<file path="src/rtl/inst_decoder_pipe_pkg.sv">
// Shared types for the RV32I/RV64I decode stage.
// Decoded record, opcode classes and immediate helpers.
package inst_decoder_pipe_pkg;

  localparam int cXlenDefault = 32;
  localparam int cXlenMax = 64;
  localparam int cPcWMax = 64;
  localparam int cRegSelBitW = 5;

  typedef logic [cXlenMax-1:0] tXword;

  typedef enum logic [6:0] {
    eOpIllegal = 7'b0000000,
    eOpLoad    = 7'b0000011,
    eOpFence   = 7'b0001111,
    eOpImm     = 7'b0010011,
    eOpAuIpc   = 7'b0010111,
    eOpStore   = 7'b0100011,
    eOpRType   = 7'b0110011,
    eOpLui     = 7'b0110111,
    eOpBranch  = 7'b1100011,
    eOpJalr    = 7'b1100111,
    eOpJal     = 7'b1101111,
    eOpCntrlSt = 7'b1110011
  } tOpClass;

  typedef struct packed {
    logic [cRegSelBitW-1:0] addr;
    logic dv;
  } tRegSel;

  typedef struct packed {
    logic [2:0] val;
    logic dv;
  } tFunct3;

  typedef struct packed {
    logic [6:0] val;
    logic dv;
  } tFunct7;

  typedef struct packed {
    tXword value;
    logic dv;
  } tImm;

  typedef struct packed {
    tRegSel rs1;
    tRegSel rs2;
    tRegSel rd;
    tFunct3 funct3;
    tFunct7 funct7;
    tImm imm;
    tOpClass opClass;
    logic illegal;
    logic [cPcWMax-1:0] pc;
  } tDecodedInstX;

  localparam logic [2:0] cF3Add = 3'b000;
  localparam logic [2:0] cF3Sll = 3'b001;
  localparam logic [2:0] cF3Lw  = 3'b010;
  localparam logic [2:0] cF3Srl = 3'b101;

  // Bits above the configured width stay zero on RV32.
  function automatic tXword sext32(input logic [31:0] v, input int xlen);
    return (xlen == 64) ? {{32{v[31]}}, v} : {32'b0, v};
  endfunction

endpackage

</file>
<file path="src/rtl/inst_decoder_pipe_if.sv">
// Fetch-side and register-read-side handshakes of the decoder.
// master = producer/consumer environment, slave = decoder.
interface inst_decoder_pipe_if
  import inst_decoder_pipe_pkg::*;
#(
  parameter int cPcW = 32
) ();
  logic valid;
  logic ready;
  logic [31:0] inst;
  logic [cPcW-1:0] pc;
  logic dec_valid;
  logic dec_ready;
  tDecodedInstX decoded;

  modport master (
    output valid, inst, pc, dec_ready,
    input ready, dec_valid, decoded
  );

  modport slave (
    input valid, inst, pc, dec_ready,
    output ready, dec_valid, decoded
  );
endinterface

</file>
<file path="src/rtl/inst_decode_comb.sv">
// Combinational instruction word to decoded record.
// Illegal words keep only pc and the illegal flag.
module inst_decode_comb
  import inst_decoder_pipe_pkg::*;
#(
  parameter int cXlen = cXlenDefault,
  parameter int cPcW = 32,
  parameter int cIllegalChk = 1
) (
  input  logic [31:0]     inst,
  input  logic [cPcW-1:0] pc,
  output tDecodedInstX    decoded
);
  logic [6:0] opc;
  logic [2:0] f3;
  logic [6:0] f7;
  logic [31:0] imm32;
  logic known;
  logic bad;
  logic shift;
  logic illegal;

  assign opc = inst[6:0];
  assign f3 = inst[14:12];
  assign f7 = inst[31:25];
  assign shift = (opc == eOpImm) && (f3 == cF3Sll || f3 == cF3Srl);
  assign illegal = (inst[1:0] != 2'b11) || !known || bad;

  always_comb begin
    imm32 = '0;
    known = 1'b1;
    unique case (opc)
      eOpLoad, eOpImm, eOpJalr:
        imm32 = {{20{inst[31]}}, inst[31:20]};
      eOpStore:
        imm32 = {{20{inst[31]}}, f7, inst[11:7]};
      eOpBranch:
        imm32 = {{20{inst[31]}}, inst[7], inst[30:25], inst[11:8], 1'b0};
      eOpLui, eOpAuIpc:
        imm32 = {inst[31:12], 12'b0};
      eOpJal:
        imm32 = {{12{inst[31]}}, inst[19:12], inst[20], inst[30:21], 1'b0};
      eOpRType, eOpFence, eOpCntrlSt:
        imm32 = '0;
      default:
        known = 1'b0;
    endcase
  end

  // RV64 shifts take a 6-bit shamt, so only funct7[6:1] is checked.
  always_comb begin
    bad = 1'b0;
    if (cIllegalChk != 0) begin
      unique case (1'b1)
        opc == eOpLoad:
          bad = (f3 == 3'b111) ||
                (cXlen == 32 && (f3 == 3'b011 || f3 == 3'b110));
        opc == eOpStore:
          bad = f3 >= ((cXlen == 64) ? 3'b100 : 3'b011);
        opc == eOpBranch:
          bad = (f3 == 3'b010) || (f3 == 3'b011);
        opc == eOpJalr:
          bad = f3 != 3'b000;
        opc == eOpRType:
          bad = !(f7 == 7'b0 ||
                  (f7 == 7'b0100000 && (f3 == cF3Add || f3 == cF3Srl)));
        shift:
          bad = (cXlen == 64) ?
                !(f7[6:1] == 6'b0 ||
                  (f3 == cF3Srl && f7[6:1] == 6'b010000)) :
                !(f7 == 7'b0 ||
                  (f3 == cF3Srl && f7 == 7'b0100000));
        default:
          bad = 1'b0;
      endcase
    end
  end

  always_comb begin
    decoded = '0;
    decoded.pc[cPcW-1:0] = pc;
    decoded.illegal = illegal;
    if (!illegal) begin
      decoded.opClass = tOpClass'(opc);
      decoded.rs1.addr = inst[19:15];
      decoded.rs2.addr = inst[24:20];
      decoded.rd.addr = inst[11:7];
      decoded.funct3.val = f3;
      decoded.funct7.val = f7;
      decoded.rs1.dv = opc inside {eOpLoad, eOpImm, eOpStore,
                                   eOpRType, eOpBranch, eOpJalr};
      decoded.rs2.dv = opc inside {eOpStore, eOpRType, eOpBranch};
      decoded.rd.dv = (inst[11:7] != 5'd0) &&
                      (opc inside {eOpLoad, eOpImm, eOpAuIpc, eOpRType,
                                   eOpLui, eOpJalr, eOpJal});
      decoded.funct3.dv = !(opc inside {eOpLui, eOpAuIpc, eOpJal});
      decoded.funct7.dv = (opc == eOpRType) || shift;
      decoded.imm.dv = !(opc inside {eOpRType, eOpFence, eOpCntrlSt});
      decoded.imm.value = sext32(imm32, cXlen);
    end
  end

endmodule

</file>
<file path="src/rtl/inst_decoder_pipe.sv">
// Decode stage with a 2-entry skid buffer and flush.
// r0 drives the outputs, r1 absorbs one word of backpressure.
module inst_decoder_pipe
  import inst_decoder_pipe_pkg::*;
#(
  parameter int cXlen = cXlenDefault,
  parameter int cPcW = 32,
  parameter int cIllegalChk = 1
) (
  input logic iClk,
  input logic iRst,
  input logic iFlush,
  inst_decoder_pipe_if.slave bus
);
  typedef enum logic [1:0] {
    eEmpty,
    eOne,
    eFull
  } tOcc;

  tOcc state;
  tDecodedInstX r0;
  tDecodedInstX r1;
  tDecodedInstX dec;
  logic live;
  logic accept;
  logic drain;

  inst_decode_comb #(
    .cXlen(cXlen),
    .cPcW(cPcW),
    .cIllegalChk(cIllegalChk)
  ) u_dec (
    .inst(bus.inst),
    .pc(bus.pc),
    .decoded(dec)
  );

  // live holds ready low until the first edge after reset release.
  assign bus.ready = live && (state != eFull);
  assign bus.dec_valid = state != eEmpty;
  assign bus.decoded = r0;
  assign accept = bus.valid && bus.ready;
  assign drain = bus.dec_valid && bus.dec_ready;

  always_ff @(posedge iClk or negedge iRst) begin
    if (!iRst) begin
      state <= eEmpty;
      r0 <= '0;
      r1 <= '0;
      live <= 1'b0;
    end else begin
      live <= 1'b1;
      if (iFlush) begin
        state <= eEmpty;
      end else begin
        unique case (state)
          eEmpty: begin
            if (accept) begin
              r0 <= dec;
              state <= eOne;
            end
          end
          eOne: begin
            if (accept && drain) begin
              r0 <= dec;
            end else if (accept) begin
              r1 <= dec;
              state <= eFull;
            end else if (drain) begin
              state <= eEmpty;
            end
          end
          eFull: begin
            if (drain) begin
              r0 <= r1;
              state <= eOne;
            end
          end
          default: state <= eEmpty;
        endcase
      end
    end
  end

endmodule

</file>
<file path="src/flat_wrapper.sv">
// flat-port wrapper written by rule: the top's interface ports become plain ports
module inst_decoder_pipe_flat import inst_decoder_pipe_pkg::*;
#(
  parameter int cXlen = cXlenDefault,
  parameter int cPcW = 32,
  parameter int cIllegalChk = 1
)
  (iClk, iRst, iFlush, bus_valid, bus_inst, bus_pc, bus_dec_ready, bus_ready, bus_dec_valid, bus_decoded);
  inst_decoder_pipe_if #(.cPcW(cPcW)) bus_i ();
  input logic iClk;
  input logic iRst;
  input logic iFlush;
  input wire logic [$bits(bus_i.valid)-1:0] bus_valid;
  input wire logic [$bits(bus_i.inst)-1:0] bus_inst;
  input wire logic [$bits(bus_i.pc)-1:0] bus_pc;
  input wire logic [$bits(bus_i.dec_ready)-1:0] bus_dec_ready;
  output wire logic [$bits(bus_i.ready)-1:0] bus_ready;
  output wire logic [$bits(bus_i.dec_valid)-1:0] bus_dec_valid;
  output wire logic [$bits(bus_i.decoded)-1:0] bus_decoded;
  assign bus_i.valid = bus_valid;
  assign bus_i.inst = bus_inst;
  assign bus_i.pc = bus_pc;
  assign bus_i.dec_ready = bus_dec_ready;
  assign bus_ready = bus_i.ready;
  assign bus_dec_valid = bus_i.dec_valid;
  assign bus_decoded = bus_i.decoded;
  inst_decoder_pipe #(.cXlen(cXlen), .cPcW(cPcW), .cIllegalChk(cIllegalChk)) u_core (.iClk(iClk), .iRst(iRst), .iFlush(iFlush), .bus(bus_i));
endmodule
</file>
<file path="config.mk">
export PLATFORM = sky130hd
export DESIGN_NAME = inst_decoder_pipe_flat
export DESIGN_NICKNAME = d
export VERILOG_FILES = /design/src/rtl/inst_decoder_pipe_pkg.sv /design/src/rtl/inst_decoder_pipe_if.sv /design/src/rtl/inst_decode_comb.sv /design/src/rtl/inst_decoder_pipe.sv /design/src/flat_wrapper.sv
export SDC_FILE = /design/constraint.sdc
export NUM_CORES = 1
export LEC_CHECK = 0
export ABC_CLOCK_PERIOD_IN_PS = 4050
export CAP_MARGIN = 20
export CORE_ASPECT_RATIO = 0.7
export CORE_MARGIN = 8
export CORE_UTILIZATION = 54
export DETAILED_ROUTE_END_ITERATION = 6
export PLACE_DENSITY_LB_ADDON = 0.15
export SLEW_MARGIN = 0
export SYNTH_ARGS = -nofsm -noshare
export SYNTH_HDL_FRONTEND = slang
export SYNTH_SLANG_ARGS = --single-unit
</file>
<file path="constraint.sdc">
create_clock -name iClk -period 4.05 [get_ports iClk]
set_input_delay 0.81 -clock iClk [delete_from_list [all_inputs] [get_ports iClk]]
set_output_delay 0.81 -clock iClk [all_outputs]
set_load 0.05 [all_outputs]
</file>
### Word level (Yosys, flattened, before mapping)

Cells that the tools add are included.

| word-level totals | value |
|---|---|
| bits in registers | 305 |
| input port bits | 69 |
| output and inout bits | 169 |
| word-level logic and storage cells | 120 |

| operators by class | value |
|---|---|
| magnitude comparators | 1 |
| equality and inequality tests | 29 |
| muxes and demuxes | 15 |
| bitwise gates (word level) | 2 |
| reductions and logical operators | 41 |

Operators with widths:

| operator | number |
|---|---|
| two-way mux 167 bit | 3 |
| one-hot mux 167 bit (3 select lines) | 1 |
| one-hot mux 32 bit (5 select lines) | 1 |
| two-way mux 102 bit | 1 |
| equality test 7 x 6 -> 1 bit, second input constant | 4 |
| equality test 7 bit, second input constant | 4 |
| nonzero test 3 bit | 5 |
| equality test 7 x 5 -> 1 bit, second input constant | 2 |
| two-way mux 2 bit | 6 |
| OR reduction 11 bit | 1 |
| logical OR 1 bit | 10 |
| equality test 3 bit, second input constant | 3 |
| logical AND 1 bit | 8 |
| AND reduction 4 bit | 2 |
| equality test 7 x 2 -> 1 bit, second input constant | 1 |
| equality test 7 x 4 -> 1 bit, second input constant | 1 |
| logical NOT 7 bit | 1 |
| nonzero test 7 bit | 1 |
| equality test 3 x 2 -> 1 bit, second input constant | 2 |
| != test 2 x 1 -> 1 bit, second input constant | 3 |
| != test 3 x 2 -> 1 bit, second input constant | 2 |
| one-hot mux 1 bit (6 select lines) | 1 |
| one-hot mux 2 bit (3 select lines) | 1 |
| nonzero test 6 bit | 1 |
| other kinds (17) | 23 |

### Logic depth before layout (Yosys ltp)

| logic depth | value |
|---|---|
| depth in word-level cells | 10 |
| depth in mapped cells | 8 |
| mapped depth without buffers | 5 |

### Modules after synthesis

A second synthesis with hierarchy kept.

| unflattened totals | value |
|---|---|
| cell total of the unflattened synthesis | 1387 |
| area, all modules | 15890.2 sq um |

By module, submodules not included:

| module | instances | cells an instance | area each (sq um) | sequential area each (sq um) |
|---|---|---|---|---|
| inst_decoder_pipe | 1 | 1096 | 14046.0 | 8433.1 |
| inst_decode_comb | 1 | 291 | 1844.3 | 0.0 |

### Worst setup path before layout

No wires, ideal clock.

| path | value |
|---|---|
| kind | input -> register |
| start | input bus_inst[2] |
| end | register u_core.r1[142] (netlist bit) |
| setup time | 0.122 ns |
| arrival | 2.476 ns |
| data required time | 3.928 ns |
| setup slack | 1.453 ns |
| cell stages on the path | 8 |
| path buffers | 3 |
| cell sequence | buf_2 -> or4_4 -> nor4_4 -> a21oi_2 -> and3_1 -> buf_6 -> buf_6 -> a32o_1 |

| on the way | value |
|---|---|
| longest elaborated chain between the ends | 7 |
| elaborated cells between the ends (all ways) | 19 |
| classes of those cells | eq/ne: 11; mux: 3; reduce/logical: 5 |

Ends and longest elaborated chain:

| what | RTL line | source |
|---|---|---|
| start: declaration | flat_wrapper.sv:14 | `input wire logic [$bits(bus_i.inst)-1:0] bus_inst;` |
| equality test 7 x 5 -> 1 bit (tied with other cells) | inst_decode_comb.sv:26, inst_decode_comb.sv:32 |  |
| OR reduction 11 bit (no source line) | -- |  |
| two-way mux 1 bit | inst_decode_comb.sv:32 | `unique case (opc)` |
| logical NOT 1 bit | inst_decode_comb.sv:27 | `assign illegal = (inst[1:0] != 2'b11) \|\| !known \|\| bad;` |
| logical OR 1 bit | inst_decode_comb.sv:27 |  |
| logical OR 1 bit (*) | inst_decode_comb.sv:27 |  |
| two-way mux 102 bit (*) | inst_decode_comb.sv:83 | `if (!illegal) begin` |
| end signal: assignment | inst_decoder_pipe.sv:50 | `r1 <= '0;` |
| end signal: assignment | inst_decoder_pipe.sv:68 | `r1 <= dec;` |
| end: declaration | inst_decoder_pipe.sv:23 | `tDecodedInstX r1;` |

Every way passes the cells marked *; elsewhere a longest branch is shown, timed or not.
A chain may end at the register's enable or synchronous reset.

### Worst setup path after layout

| path | value |
|---|---|
| start | input bus_inst[6] |
| end | register u_core.r1[146] (netlist bit) |

Same word-level chain as after synthesis.

==> run metrics <==
outcome=completed; PD cells=between 400 and 500 mW/mm2; Mean Syn Cell Area=between 9 and 10 um2; FMAX=approximately 330 MHz; sequential cell area fraction in the yosys report=53.7%; ys flop type=dfrtp_1; Post-synth EDFFs=0; TritonCTS clock tree=yes; most frequent cells in the layout=dfrtp_1, clkdlybuf4s50_1, nand2_1; slowest stage delay, CP=~0.80 ns; type of the worst min-delay path=in -> async; Max Used Layer=met4; Async SR Flop Fraction=100%; Critical Path Source Type=input pin; Longest Clk Path Bufs=3; CP Max Fanout=29; Synth Cell Area=between 0.009 and 0.01 mm2; wire length of the first global-routing pass=between 40 and 50 mm; CTS Hold Bufs=0; post-layout minimum cycle time=3.05 ns; # clock sinks=about 210; Worst R2R Start=u_core.state[1]$_DFFE_PN0P_; fin nets=roughly 1200; crit path DAT=3.42 ns; # resized after CTS=0; CP bufs+invs=2; I/O Pins=238; die height=128 um; initial antenna violation count=0; 1st-pass router iterations=5; crit path cell chain=clkdlybuf4s50_1 > nand3b_1 > a2111oi_1 > nor3_1 > and3_1 > buf_4 > a32o_1; count of cell types in the netlist=53; Comb pwr share=between 20% and 30%; Mapped Cells=roughly 1000; Placed Instances=roughly 1400; worst setup path class=in -> reg; grt ovf=0; commonest non-fill, non-tap cell in the layout=dfrtp_1; row cnt=between 40 and 50; Worst-Skew Late Latency=roughly 0.5 ns; detailed-route via count=between 8000 and 9000; core area=between 0.015 and 0.02 mm2; largest net degree at the start of global routing=about 110; Slew headroom=between 50% and 60%; worst setup margin=roughly 1 ns; Via density=5.79; P_int=about 3.8 mW; count of final setup violators=0; full die area=~0.023 mm2; unrepaired setup endpoints after global routing=false; vias in the first global route=roughly 8000; first-iteration detailed-routing DRC count=703; Max-Cap Viols=0; met1 WL=~13 mm; synth-to-layout area growth=24.3%; clock power share=between 30% and 40%; Sum Neg Setup Slack=0 ns; share of cells above drive strength 1=9.22%; Final Max Slew Viols=0; Residual DRC=0; fin crit share=between 70% and 80%; Synth Register Bits=209; GPL Wtd Cong=around 0.88; Hold Fails Final Rpt=0; Critical Path RT=between 4 and 5 ns; Final Skew=approximately 0.0098 ns; CP startpoint=bus_inst[6]; CTS Root Cell=clkbuf_16; pre-CTS setup slack=0.601 ns; Total Routing Usage GR=between 20% and 30%; Initial Util=between 50% and 60%; WL met2=between 10 and 15 mm; R2R cell count=5; number of diodes=0; Setup Fix Bufs, Post-CTS=0; met3 WL=2.42 mm; Seq pwr share=42.5%; crit-path leading delay family=buffers and inverters; Worst-path clk slew=roughly 0.06 ns; die extent in x=about 180 um; CP endpoint kind=register; wirelength, routed=about 29 mm; P_sw=~2.0 mW; Leakage=~5.4 nW; reg-to-reg endpoint=u_core.bus.decoded[90]$_DFFE_PN0P_; reg-to-reg slack, setup=around 1.7 ns; Post-DP HPWL=around 19 mm; DRT antenna net count=0; Sw Share=between 30% and 40%; Slowest-stage cell, CP=clkdlybuf4s50_1; Warnings, synthesis=0; routed length per instance=20.5 um; Slew @ Worst Pin=0.745 ns; filler instances=1435; IR drop worst, VDD=approximately 0.00035 V; TritonCTS buffer count=21; Finished Layout Cells=1408; Max H-tree Level=1; port bufs=roughly 170
[kinds of logic (layout without fill, tap and decap cells)]
kind of cell / count (synthesis) / after routing / share of synthesized area, %
AO/OA/AOI/OAI: 299 / 299 / 19.0
AND/OR/NAND/NOR: 324 / 324 / 15.2
other: 2 / 65 / 0.0770
flip-flops: 209 / 209 / 53.7
XOR/XNOR: 1 / 1 / 0.0899
multiplexers: 32 / 32 / 3.70
buffers and inverters: 146 / 242 / 8.32
[registers in the layout, indices dropped and copies added, names as in the netlist]
| register | count |
|---|---|
| u_core.r1 | 103 |
| u_core.state | 2 |
| u_core.live | 1 |
| u_core.bus.decoded | 103 |
[power groups by stage]
stage	Combinational [mW]	Clock, mW	Sequential [mW]
2_1_floorplan	0.497	0	2.96
3_3_place_gp	1.50	0	2.47
5_1_grt	1.59	1.89	2.47
4_1_cts	1.52	1.81	2.44
3_5_place_dp	1.52	0	2.47
6_report	1.51	1.78	2.44
[how the worst max path moves through the flow]
stage	end	cells past startpoint
after floorplan	u_core.r1[142]$_DFFE_PN0P_	8
after global placement	u_core.r1[163]$_DFFE_PN0P_	7
after detailed placement	u_core.r1[146]$_DFFE_PN0P_	7
after CTS	u_core.r1[146]$_DFFE_PN0P_	7
after global routing	u_core.r1[146]$_DFFE_PN0P_	8
final	u_core.r1[146]$_DFFE_PN0P_	7
[stage by stage]
| step | power [mW] | instance area, um2 | utilization (%) | hold WS (ns) |
|---|---|---|---|---|
| final | 5.74 | 12100 | 67.9 | 0.366 |
| after floorplan | 3.46 | 9980 | - | 0.440 |
| after CTS | 5.77 | 12100 | 67.9 | 0.382 |
| after global placement | 3.97 | 11500 | 64.5 | 0.452 |
| after detailed placement | 3.99 | 11500 | 64.5 | 0.459 |
| after global routing | 5.95 | 12100 | 67.9 | 0.413 |
[cell type report]
class | count | area [um2] | area share [%]
clock buffer | 28 | 572 | 4.72
sequential | 209 | 5230 | 43.2
timing repair buffer | 205 | 2000 | 16.5
clock inverter | 6 | 37.5 | 0.310
multi-input combinational | 721 | 3970 | 32.8
inverter | 3 | 11.3 | 0.0929
tap | 236 | 295 | 2.44
[routing by layer]
layer | track usage, % | vias to the layer above
li1 | - | 3763
met5 | 0 | -
met3 | 4.51 | 38
met1 | 36.3 | 4011
met4 | 5.77 | 0
met2 | 37.0 | 347
[synthesized netlist by cell type (3+ instances only)]
cell,count,area share (%)
dfrtp_1,209,54
and3_1,43,2.8
nand4_1,4,0.26
o22ai_1,28,1.8
nor3_1,8,0.41
a31oi_1,34,2.2
nand3_1,7,0.36
nor2_1,74,2.8
and2_1,3,0.19
a22oi_1,6,0.46
clkbuf_1,66,2.5
buf_2,6,0.31
buf_4,64,4.9
a32o_1,29,3.0
nand2b_1,5,0.32
a21oi_1,95,4.9
o31ai_1,17,1.3
inv_1,3,0.12
nor2b_1,5,0.32
o21ai_0,66,3.4
a31o_2,3,0.27
nand2_1,156,6.0
buf_1,5,0.19
o21ai_1,8,0.41
mux2_2,32,3.7
Note: power is estimated with default switching activity, not from simulation.
